===== src/rtl/mc_controller_pkg.sv =====
// Shared constants for the multicycle RV32 control unit:
// state codes, datapath select encodings, ALU ops and opcodes.
package mc_controller_pkg;

    localparam logic [3:0] S_FETCH    = 4'd0;
    localparam logic [3:0] S_DECODE   = 4'd1;
    localparam logic [3:0] S_MEMADR   = 4'd2;
    localparam logic [3:0] S_MEMREAD  = 4'd3;
    localparam logic [3:0] S_MEMWB    = 4'd4;
    localparam logic [3:0] S_MEMWRITE = 4'd5;
    localparam logic [3:0] S_EXECR    = 4'd6;
    localparam logic [3:0] S_EXECI    = 4'd7;
    localparam logic [3:0] S_ALUWB    = 4'd8;
    localparam logic [3:0] S_BRANCH   = 4'd9;
    localparam logic [3:0] S_JAL      = 4'd10;
    localparam logic [3:0] S_JALR     = 4'd11;
    localparam logic [3:0] S_LUI      = 4'd12;
    localparam logic [3:0] S_TRAP     = 4'd13;

    localparam logic [3:0] ALU_ADD  = 4'd0;
    localparam logic [3:0] ALU_SUB  = 4'd1;
    localparam logic [3:0] ALU_AND  = 4'd2;
    localparam logic [3:0] ALU_OR   = 4'd3;
    localparam logic [3:0] ALU_XOR  = 4'd4;
    localparam logic [3:0] ALU_SLT  = 4'd5;
    localparam logic [3:0] ALU_SLTU = 4'd6;
    localparam logic [3:0] ALU_SLL  = 4'd7;
    localparam logic [3:0] ALU_SRL  = 4'd8;
    localparam logic [3:0] ALU_SRA  = 4'd9;

    // ALU decode class handed from the FSM to mc_aludec
    localparam logic [1:0] AC_ADD = 2'd0;
    localparam logic [1:0] AC_SUB = 2'd1;
    localparam logic [1:0] AC_R   = 2'd2;
    localparam logic [1:0] AC_I   = 2'd3;

    localparam logic [2:0] IMM_I = 3'b000;
    localparam logic [2:0] IMM_S = 3'b001;
    localparam logic [2:0] IMM_B = 3'b010;
    localparam logic [2:0] IMM_J = 3'b011;
    localparam logic [2:0] IMM_U = 3'b100;

    localparam logic [1:0] RES_ALUOUT = 2'b00;
    localparam logic [1:0] RES_DATA   = 2'b01;
    localparam logic [1:0] RES_ALURES = 2'b10;

    localparam logic [1:0] SRCA_PC    = 2'b00;
    localparam logic [1:0] SRCA_OLDPC = 2'b01;
    localparam logic [1:0] SRCA_RS1   = 2'b10;
    localparam logic [1:0] SRCA_ZERO  = 2'b11;

    localparam logic [1:0] SRCB_RS2  = 2'b00;
    localparam logic [1:0] SRCB_IMM  = 2'b01;
    localparam logic [1:0] SRCB_FOUR = 2'b10;

    localparam logic [6:0] OP_LOAD   = 7'b0000011;
    localparam logic [6:0] OP_STORE  = 7'b0100011;
    localparam logic [6:0] OP_R      = 7'b0110011;
    localparam logic [6:0] OP_I      = 7'b0010011;
    localparam logic [6:0] OP_BRANCH = 7'b1100011;
    localparam logic [6:0] OP_JAL    = 7'b1101111;
    localparam logic [6:0] OP_JALR   = 7'b1100111;
    localparam logic [6:0] OP_LUI    = 7'b0110111;

endpackage


===== src/rtl/mc_aludec.sv =====
// ALU control decode from FSM class, funct3 and funct7b5.
// Result is zero-extended to the configured control width.
module mc_aludec
    import mc_controller_pkg::*;
#(
    parameter int ALUC_W = 4
) (
    input  logic [1:0]        aluclass,
    input  logic [2:0]        funct3,
    input  logic              funct7b5,
    output logic [ALUC_W-1:0] alu_control
);

    logic [3:0] code;

    always_comb begin
        code = ALU_ADD;
        unique case (aluclass)
            AC_ADD: code = ALU_ADD;
            AC_SUB: code = ALU_SUB;
            default: begin
                unique case (funct3)
                    // immediates have no subtract; bit 30 is imm data
                    3'b000: code = (aluclass == AC_R && funct7b5)
                                   ? ALU_SUB : ALU_ADD;
                    3'b001: code = ALU_SLL;
                    3'b010: code = ALU_SLT;
                    3'b011: code = ALU_SLTU;
                    3'b100: code = ALU_XOR;
                    3'b101: code = funct7b5 ? ALU_SRA : ALU_SRL;
                    3'b110: code = ALU_OR;
                    3'b111: code = ALU_AND;
                    default: code = ALU_ADD;
                endcase
            end
        endcase
    end

    assign alu_control = ALUC_W'(code);

endmodule


===== src/rtl/mc_controller.sv =====
// Multicycle RV32 control FSM: state register, next-state logic
// and per-state datapath control (Moore, gated by memory accept).
module mc_controller
    import mc_controller_pkg::*;
#(
    parameter int ALUC_W        = 4,
    parameter bit MEM_HANDSHAKE = 1'b1
) (
    input  logic              clk,
    input  logic              rst_n,
    input  logic [6:0]        op,
    input  logic [2:0]        funct3,
    input  logic              funct7b5,
    input  logic              zero,
    input  logic              lt,
    input  logic              ltu,
    input  logic              mem_ready,
    output logic              mem_req,
    output logic              pc_write,
    output logic              adr_src,
    output logic              mem_write,
    output logic              ir_write,
    output logic [1:0]        result_src,
    output logic [1:0]        alu_src_a,
    output logic [1:0]        alu_src_b,
    output logic [2:0]        imm_src,
    output logic              reg_write,
    output logic [ALUC_W-1:0] alu_control,
    output logic              illegal
);

    logic [3:0] state;
    logic [3:0] next;
    logic [1:0] aluclass;
    logic       req_st;
    logic       accept;
    logic       cond;

    always_ff @(posedge clk or negedge rst_n) begin
        if (!rst_n) begin
            state <= S_FETCH;
        end else begin
            state <= next;
        end
    end

    // reset kills any in-flight request immediately
    assign mem_req = req_st & rst_n;
    assign accept  = mem_req & (mem_ready | ~MEM_HANDSHAKE);

    always_comb begin
        cond = 1'b0;
        unique case (funct3)
            3'b000:  cond = zero;
            3'b001:  cond = ~zero;
            3'b100:  cond = lt;
            3'b101:  cond = ~lt;
            3'b110:  cond = ltu;
            3'b111:  cond = ~ltu;
            default: cond = 1'b0;
        endcase
    end

    always_comb begin
        next = S_FETCH;
        unique case (state)
            S_FETCH:    next = accept ? S_DECODE : S_FETCH;
            S_DECODE: begin
                unique case (op)
                    OP_LOAD,
                    OP_STORE:  next = S_MEMADR;
                    OP_R:      next = S_EXECR;
                    OP_I:      next = S_EXECI;
                    OP_BRANCH: next = S_BRANCH;
                    OP_JAL:    next = S_JAL;
                    OP_JALR:   next = S_JALR;
                    OP_LUI:    next = S_LUI;
                    default:   next = S_TRAP;
                endcase
            end
            S_MEMADR:   next = (op == OP_STORE) ? S_MEMWRITE : S_MEMREAD;
            S_MEMREAD:  next = accept ? S_MEMWB : S_MEMREAD;
            S_MEMWRITE: next = accept ? S_FETCH : S_MEMWRITE;
            S_EXECR,
            S_EXECI,
            S_JAL,
            S_LUI:      next = S_ALUWB;
            S_JALR:     next = S_JAL;
            S_BRANCH:   next = (funct3[2:1] == 2'b01) ? S_TRAP : S_FETCH;
            default:    next = S_FETCH;
        endcase
    end

    always_comb begin
        req_st     = 1'b0;
        pc_write   = 1'b0;
        adr_src    = 1'b0;
        mem_write  = 1'b0;
        ir_write   = 1'b0;
        result_src = RES_ALUOUT;
        alu_src_a  = SRCA_PC;
        alu_src_b  = SRCB_RS2;
        imm_src    = IMM_I;
        reg_write  = 1'b0;
        aluclass   = AC_ADD;
        illegal    = 1'b0;
        unique case (state)
            S_FETCH: begin
                req_st     = 1'b1;
                alu_src_b  = SRCB_FOUR;
                result_src = RES_ALURES;
                ir_write   = accept;
                pc_write   = accept;
            end
            S_DECODE: begin
                alu_src_a = SRCA_OLDPC;
                alu_src_b = SRCB_IMM;
                imm_src   = IMM_B;
            end
            S_MEMADR: begin
                alu_src_a = SRCA_RS1;
                alu_src_b = SRCB_IMM;
                imm_src   = (op == OP_STORE) ? IMM_S : IMM_I;
            end
            S_MEMREAD: begin
                req_st  = 1'b1;
                adr_src = 1'b1;
            end
            S_MEMWB: begin
                result_src = RES_DATA;
                reg_write  = 1'b1;
            end
            S_MEMWRITE: begin
                req_st    = 1'b1;
                adr_src   = 1'b1;
                mem_write = accept;
            end
            S_EXECR: begin
                alu_src_a = SRCA_RS1;
                aluclass  = AC_R;
            end
            S_EXECI: begin
                alu_src_a = SRCA_RS1;
                alu_src_b = SRCB_IMM;
                aluclass  = AC_I;
            end
            S_ALUWB: reg_write = 1'b1;
            S_BRANCH: begin
                alu_src_a = SRCA_RS1;
                aluclass  = AC_SUB;
                pc_write  = cond;
            end
            S_JAL: begin
                alu_src_a = SRCA_OLDPC;
                alu_src_b = SRCB_FOUR;
                pc_write  = 1'b1;
            end
            S_JALR: begin
                alu_src_a = SRCA_RS1;
                alu_src_b = SRCB_IMM;
            end
            S_LUI: begin
                alu_src_a = SRCA_ZERO;
                alu_src_b = SRCB_IMM;
                imm_src   = IMM_U;
            end
            S_TRAP:  illegal = 1'b1;
            default: req_st = 1'b0;
        endcase
    end

    mc_aludec #(.ALUC_W(ALUC_W)) u_aludec (
        .aluclass    (aluclass),
        .funct3      (funct3),
        .funct7b5    (funct7b5),
        .alu_control (alu_control)
    );

endmodule


===== config.mk =====
export PLATFORM = sky130hd
export DESIGN_NAME = mc_controller
export DESIGN_NICKNAME = d
export VERILOG_FILES = /design/src/rtl/mc_controller_pkg.sv /design/src/rtl/mc_aludec.sv /design/src/rtl/mc_controller.sv
export SDC_FILE = /design/constraint.sdc
export NUM_CORES = 1
export LEC_CHECK = 0
export ABC_AREA = 0
export BUFFER_PORTS_ARGS = -buffer_cell sky130_fd_sc_hd__buf_2
export CORE_MARGIN = 4
export CORE_UTILIZATION = 45
export CTS_CLUSTER_SIZE = 8
export DETAILED_ROUTE_END_ITERATION = 8
export PLACE_DENSITY = 0.8
export SYNTH_ARGS = -nofsm -noshare
export SYNTH_HDL_FRONTEND = slang
export SYNTH_SLANG_ARGS = --single-unit

===== constraint.sdc =====
create_clock -name clk -period 1.65 [get_ports clk]
set_input_delay 0.2475 -clock clk [delete_from_list [all_inputs] [get_ports clk]]
set_output_delay 0.2475 -clock clk [all_outputs]
set_load 0.01 [all_outputs]

# Yosys cells after proc, flatten, opt, wreduce, memory -nomap -nowiden
# Cells that the tools add are included.
[word_totals]
word_cells = 75
out_inout_bits = 20
in_bits = 17
ff_bits = 4
[classes]
bitwise_logic = 5
mux = 25
n_reduce_logical = 13
eq_ne = 31
[ops]
columns = ["cell", "count"]
rows = [
  ["$pmux W4 S8", 2],
  ["$pmux W4 S7", 1],
  ["$eq A4 B4 Y1 const B", 6],
  ["$eq A7 B6 Y1 const B", 3],
  ["$eq A7 B7 Y1 const B", 3],
  ["$eq A4 B3 Y1 const B", 4],
  ["$eq A3 B3 Y1 const B", 4],
  ["$pmux W2 S3", 2],
  ["$mux W1", 10],
  ["$reduce_or A2 Y1", 5],
  ["$reduce_or A5 Y1", 2],
  ["$mux W3", 3],
  ["$pmux W3 S3", 1],
  ["$eq A4 B2 Y1 const B", 2],
  ["$pmux W2 S2", 2],
  ["$pmux W4 S2", 1],
  ["$eq A7 B2 Y1 const B", 1],
  ["$eq A7 B5 Y1 const B", 1],
  ["$eq A3 B2 Y1 const B", 2],
  ["$pmux W1 S6", 1],
  ["$eq A2 B1 Y1 const B", 2],
  ["$eq A4 B1 Y1 const B", 1],
  ["$logic_not A4 Y1", 1],
  ["$mux W4", 1],
  ["10 further kinds", 13],
]

# Logic depth before layout (Yosys ltp)
[depth]
word_depth = 7
mapped_depth = 5
depth_no_buf = 4

# Cells and area by module
# Synthesis repeated with hierarchy kept, for this count alone.
[unflattened]
hier_cells = 109
area_unflattened_um2 = 757.0
[modules_own_cells]
columns = ["mod", "cells_per_inst", "seq_area_each_um2", "instances", "area_per_inst_um2"]
rows = [
  ["mc_controller", 96, 100.1, 1, 675.6],
  ["mc_aludec", 13, 0.0, 1, 81.3],
]

# Worst setup path after synthesis
# No wires, ideal clock.
[synth_path]
kind = "flip-flop to output port"
from = "register state[2]"
to = "output mem_req"
arrival_ns = 1.242
n_path_buf = 1
required_time_ns = 1.402
slack_ns = 0.160
path_stages_with_launch = 6
cell_sequence = "dfrtp_1 buf_4 or2_1 a21oi_1 a21oi_1 nor3b_1"
[synth_via]
elab_chain_len = 4
word_cells_on_any_way = 6
cone_classes = "eq/ne: 2; mux: 1; bitwise: 1; reduce/logical: 2"
[synth_rtl]
columns = ["item", "line", "rtl"]
rows = [
  ["from (decl)", "mc_controller.sv:32", "logic [3:0] state;"],
  ["from (signal assigned)", "mc_controller.sv:43", "state <= next;"],
  ["$eq A4 B3 Y1 (tied with other cells)", "mc_controller.sv:107", "unique case (state)"],
  ["$reduce_or A3 Y1 (no source line) *", "--", ""],
  ["$mux W1 *", "mc_controller.sv:107", ""],
  ["$and A1 B1 Y1 *", "mc_controller.sv:48", "assign mem_req = req_st & rst_n;"],
  ["to (decl)", "mc_controller.sv:18", "output logic mem_req,"],
]
# Mark *: on every way between the ends. The rest lies on a longest branch, timed or not.

# Worst setup path in the final report
# Same ends and word-level chain as after synthesis.

==> results by group <==
STA
  • Period utilisation layout: 1.07
  • RSZ-0062 raised after global routing: yes
  • Slew Limit Headroom: 0.777
  • Worst Slack Setup Final: -119 ps
  • Hold slack: 351 ps
  • Skew final: 1.88 ps
  • Achievable frequency: 0.565 GHz
  • Final setup fails: 7
  • Max-slew violations: 0
  • Slew @ Worst Pin: 333 ps
  • Minimum clock period after layout: 1770 ps
  • Hold Fails Final Rpt: 0

Status
  • Outcome: finished, violations left
  • Failing checks: setup timing

Hold path
  • Hold path endpoint: state[1]
  • Hold path cells: 3
  • Hold path start: op[1]
  • Hold crit path type: in -> reg

Layout
  • Area grow syn2layout: 63.3%
  • Fin util: 0.787
  • Layout cells sized above 1: 0.541
  • # fillers: 105
  • Biggest regs: state x4
  • Antenna fix cells: 0
  • Storage cell area: 105 sq um
  • Finished layout cell area: 1210 sq um
  • Multi-input gate area: 683 sq um
  • Non-filler cells, final: 175
  • Layout Nets: 178
  • Max FFs per register: 4
  • Largest register by flop count: state

Detailed routing
  • DR iter-0 viols: 33
  • DRC violations left: 0
  • Drt wl/cell: 16.6 um
  • Vias: 1074
  • Drt via density: 6.14
  • Drt total wl: 2900 um
  • DR pass1 iterations: 4
  • Post-route ant nets: 0

Critical path
  • CP startpoint: state[2]
  • Crit Path Max Fanout: 7
  • Worst Reg2Reg Path Length in Cells: 6
  • Element type at the critical path end: primary output
  • Crit Path Category: reg -> out
  • Critical Path Start Type: register
  • Reg2reg end: state[2]
  • Critical R2R Launch: state[3]
  • Req. time, crit path: 1400 ps
  • R2r setup slk: 60 ps
  • Critical Path AT: 1520 ps

Global routing
  • Busiest grt layer: met2
  • Overflow after GRT: 0
  • GR Util met2: 0.359
  • Largest net degree at the start of global routing: 9
  • Initial antenna violation count: 0
  • First-pass GRT wire length: 4220 um
  • Vias in the first global route: 948
  • Total global routing track utilization: 0.215
  • GR Layer Usage met1: 0.271
  • GR Util met3: 0.0184

Clock tree
  • Clock sink count: 4
  • Longest Clk Path Bufs: 2
  • Root Buffer: clkbuf_4
  • CTS clk-pin slew, worst paths: 40 ps
  • Clock Latency Late Sink: 240 ps
  • CTS tree: done
  • H-tree Lvls: 1
  • TritonCTS buffer count: 3

Floorplanning
  • I/O pins: 37
  • FP Rows: 14
  • Initial core utilization: 0.482
  • Die height: 48.6 um
  • Die W: 48.6 um
  • Die ar.: 2370 sq um
  • Core ar.: 1540 sq um

Synthesis
  • Area contributors post-synth: dfrtp_1 (13%), nand2b_1 (8.4%), nor3_1 (6.1%), nor2_1 (5.6%), a21oi_1 (4.7%)
  • Top_reg_cell synth: dfrtp_1
  • Post-synth EDFFs: 0
  • Asr flop ratio synth: 1.00
  • Syn Std Cell Area: 743 sq um
  • Register area share after synthesis: 0.135
  • Synth Area per Inst: 7.01 sq um
  • Syn Inst Count: 106
  • Syn_nets: 123
  • Flops & latches, synth: 4
  • Synth cell types: 39
  • Ys Warns: 0
  • Yosys top cell by area: dfrtp_1
  • Synth top area share: 0.135

Power and ir drop
  • Leak pwr: 0.586 nW
  • Power Density: 1390 nW/um^2
  • Worst IR drop on VDD: 0.808 mV
  • Total power: 1.69 mW

Placed design
  • IO Port Bufs: 36
  • Hpwl dp: 1690 um
  • Dpl cell area: 942 sq um
  • Placed Cells: 155
  • Final GP Congestion: 0.853

Run
  • Max_cap viols: 0
-- critical path, cell delays in order, from the launching register on --
cell and delay, ps:
dfrtp_2 450, buf_6 180, buf_6 110, nand2_4 40, a21oi_2 120, a21oi_1 60, nor3b_1 160, buf_2 160
-- how the worst max path moves through the flow --
stage                 end  cells after the start
2_1_floorplan     mem_req                      5
3_3_place_gp   imm_src[0]                      3
3_5_place_dp   imm_src[0]                      3
4_1_cts           mem_req                      5
5_1_grt           mem_req                      7
6_report          mem_req                      7
-- cells in the mapped netlist (2+ instances only) --
cell type	instances
o211ai_1	2
buf_2	7
nor2b_1	3
nand2_1	6
a21o_1	2
nor4_1	2
nor2_1	11
mux2i_1	3
o22ai_1	2
a21oi_1	7
o21ai_0	5
or2_1	2
buf_4	2
xnor2_1	3
inv_1	2
nor3_1	9
dfrtp_1	4
nand2b_1	10
nor3b_1	3
xor2_1	2
-- report_power, final --
part           switching [mW]  total (mW)  leakage [nW]  internal [mW]
clock                  0.0424       0.124        0.0138         0.0815
sequential             0.0761       0.216        0.0467          0.140
combinational           0.689        1.35         0.526          0.661
-- routing by layer --
metal  part of all wire  vias to the layer above
met2               0.50                       58
li1                   -                      499
met3              0.074                       14
met5                  0                        -
met1               0.39                      503
met4              0.031                        0
-- kinds of logic after synthesis --
group	synth area share
AND/OR/NAND/NOR	0.411
AO/OA/AOI/OAI	0.273
buffers and inverters	0.0825
XOR/XNOR	0.0589
flip-flops	0.135
multiplexers	0.0404
-- layout make-up --
type / count / share of cell area
timing repair buffer: 60 / 0.309
clock buffer: 3 / 0.0186
multi-input combinational: 90 / 0.563
sequential: 4 / 0.0866
tap: 16 / 0.0165
inverter: 2 / 0.00619
-- layout by cell type, fill, tap and decap left out, types with 2 or more instances in the layout --
cell / count
a21o_1: 2
a21oi_1: 5
a21oi_2: 2
buf_2: 37
buf_4: 18
buf_6: 4
clkbuf_4: 3
dfrtp_2: 4
inv_1: 2
mux2i_1: 3
nand2_1: 5
nand2b_1: 7
nand2b_4: 3
nor2_1: 10
nor2b_2: 2
nor3_1: 7
nor3_2: 3
nor3b_1: 3
nor4_4: 3
o211ai_1: 2
o21ai_0: 4
o21ai_1: 2
or2_4: 2
xnor2_1: 3
xor2_1: 2
-- through the flow --
| stage | setup TNS (ps) | worst slack, ps |
|---|---|---|
| 2_1_floorplan | 0 | 160 |
| 3_3_place_gp | 0 | 87.7 |
| 3_5_place_dp | 0 | 37.7 |
| 4_1_cts | -249 | -67.8 |
| 5_1_grt | -1120 | -176 |
| 6_report | -514 | -119 |
-- timing repair --
item | 4_1_cts | 5_1_grt
setup endpoints to repair | 14 | 13
hold endpoints to repair | 4 | 0
gates cloned | 0 | 0
hold buffers | 1 | 0
resized for setup | 22 | 13
pin swaps | 3 | 7
buffers inserted | 12 | 4
Power figures use the tool's default switching activity.
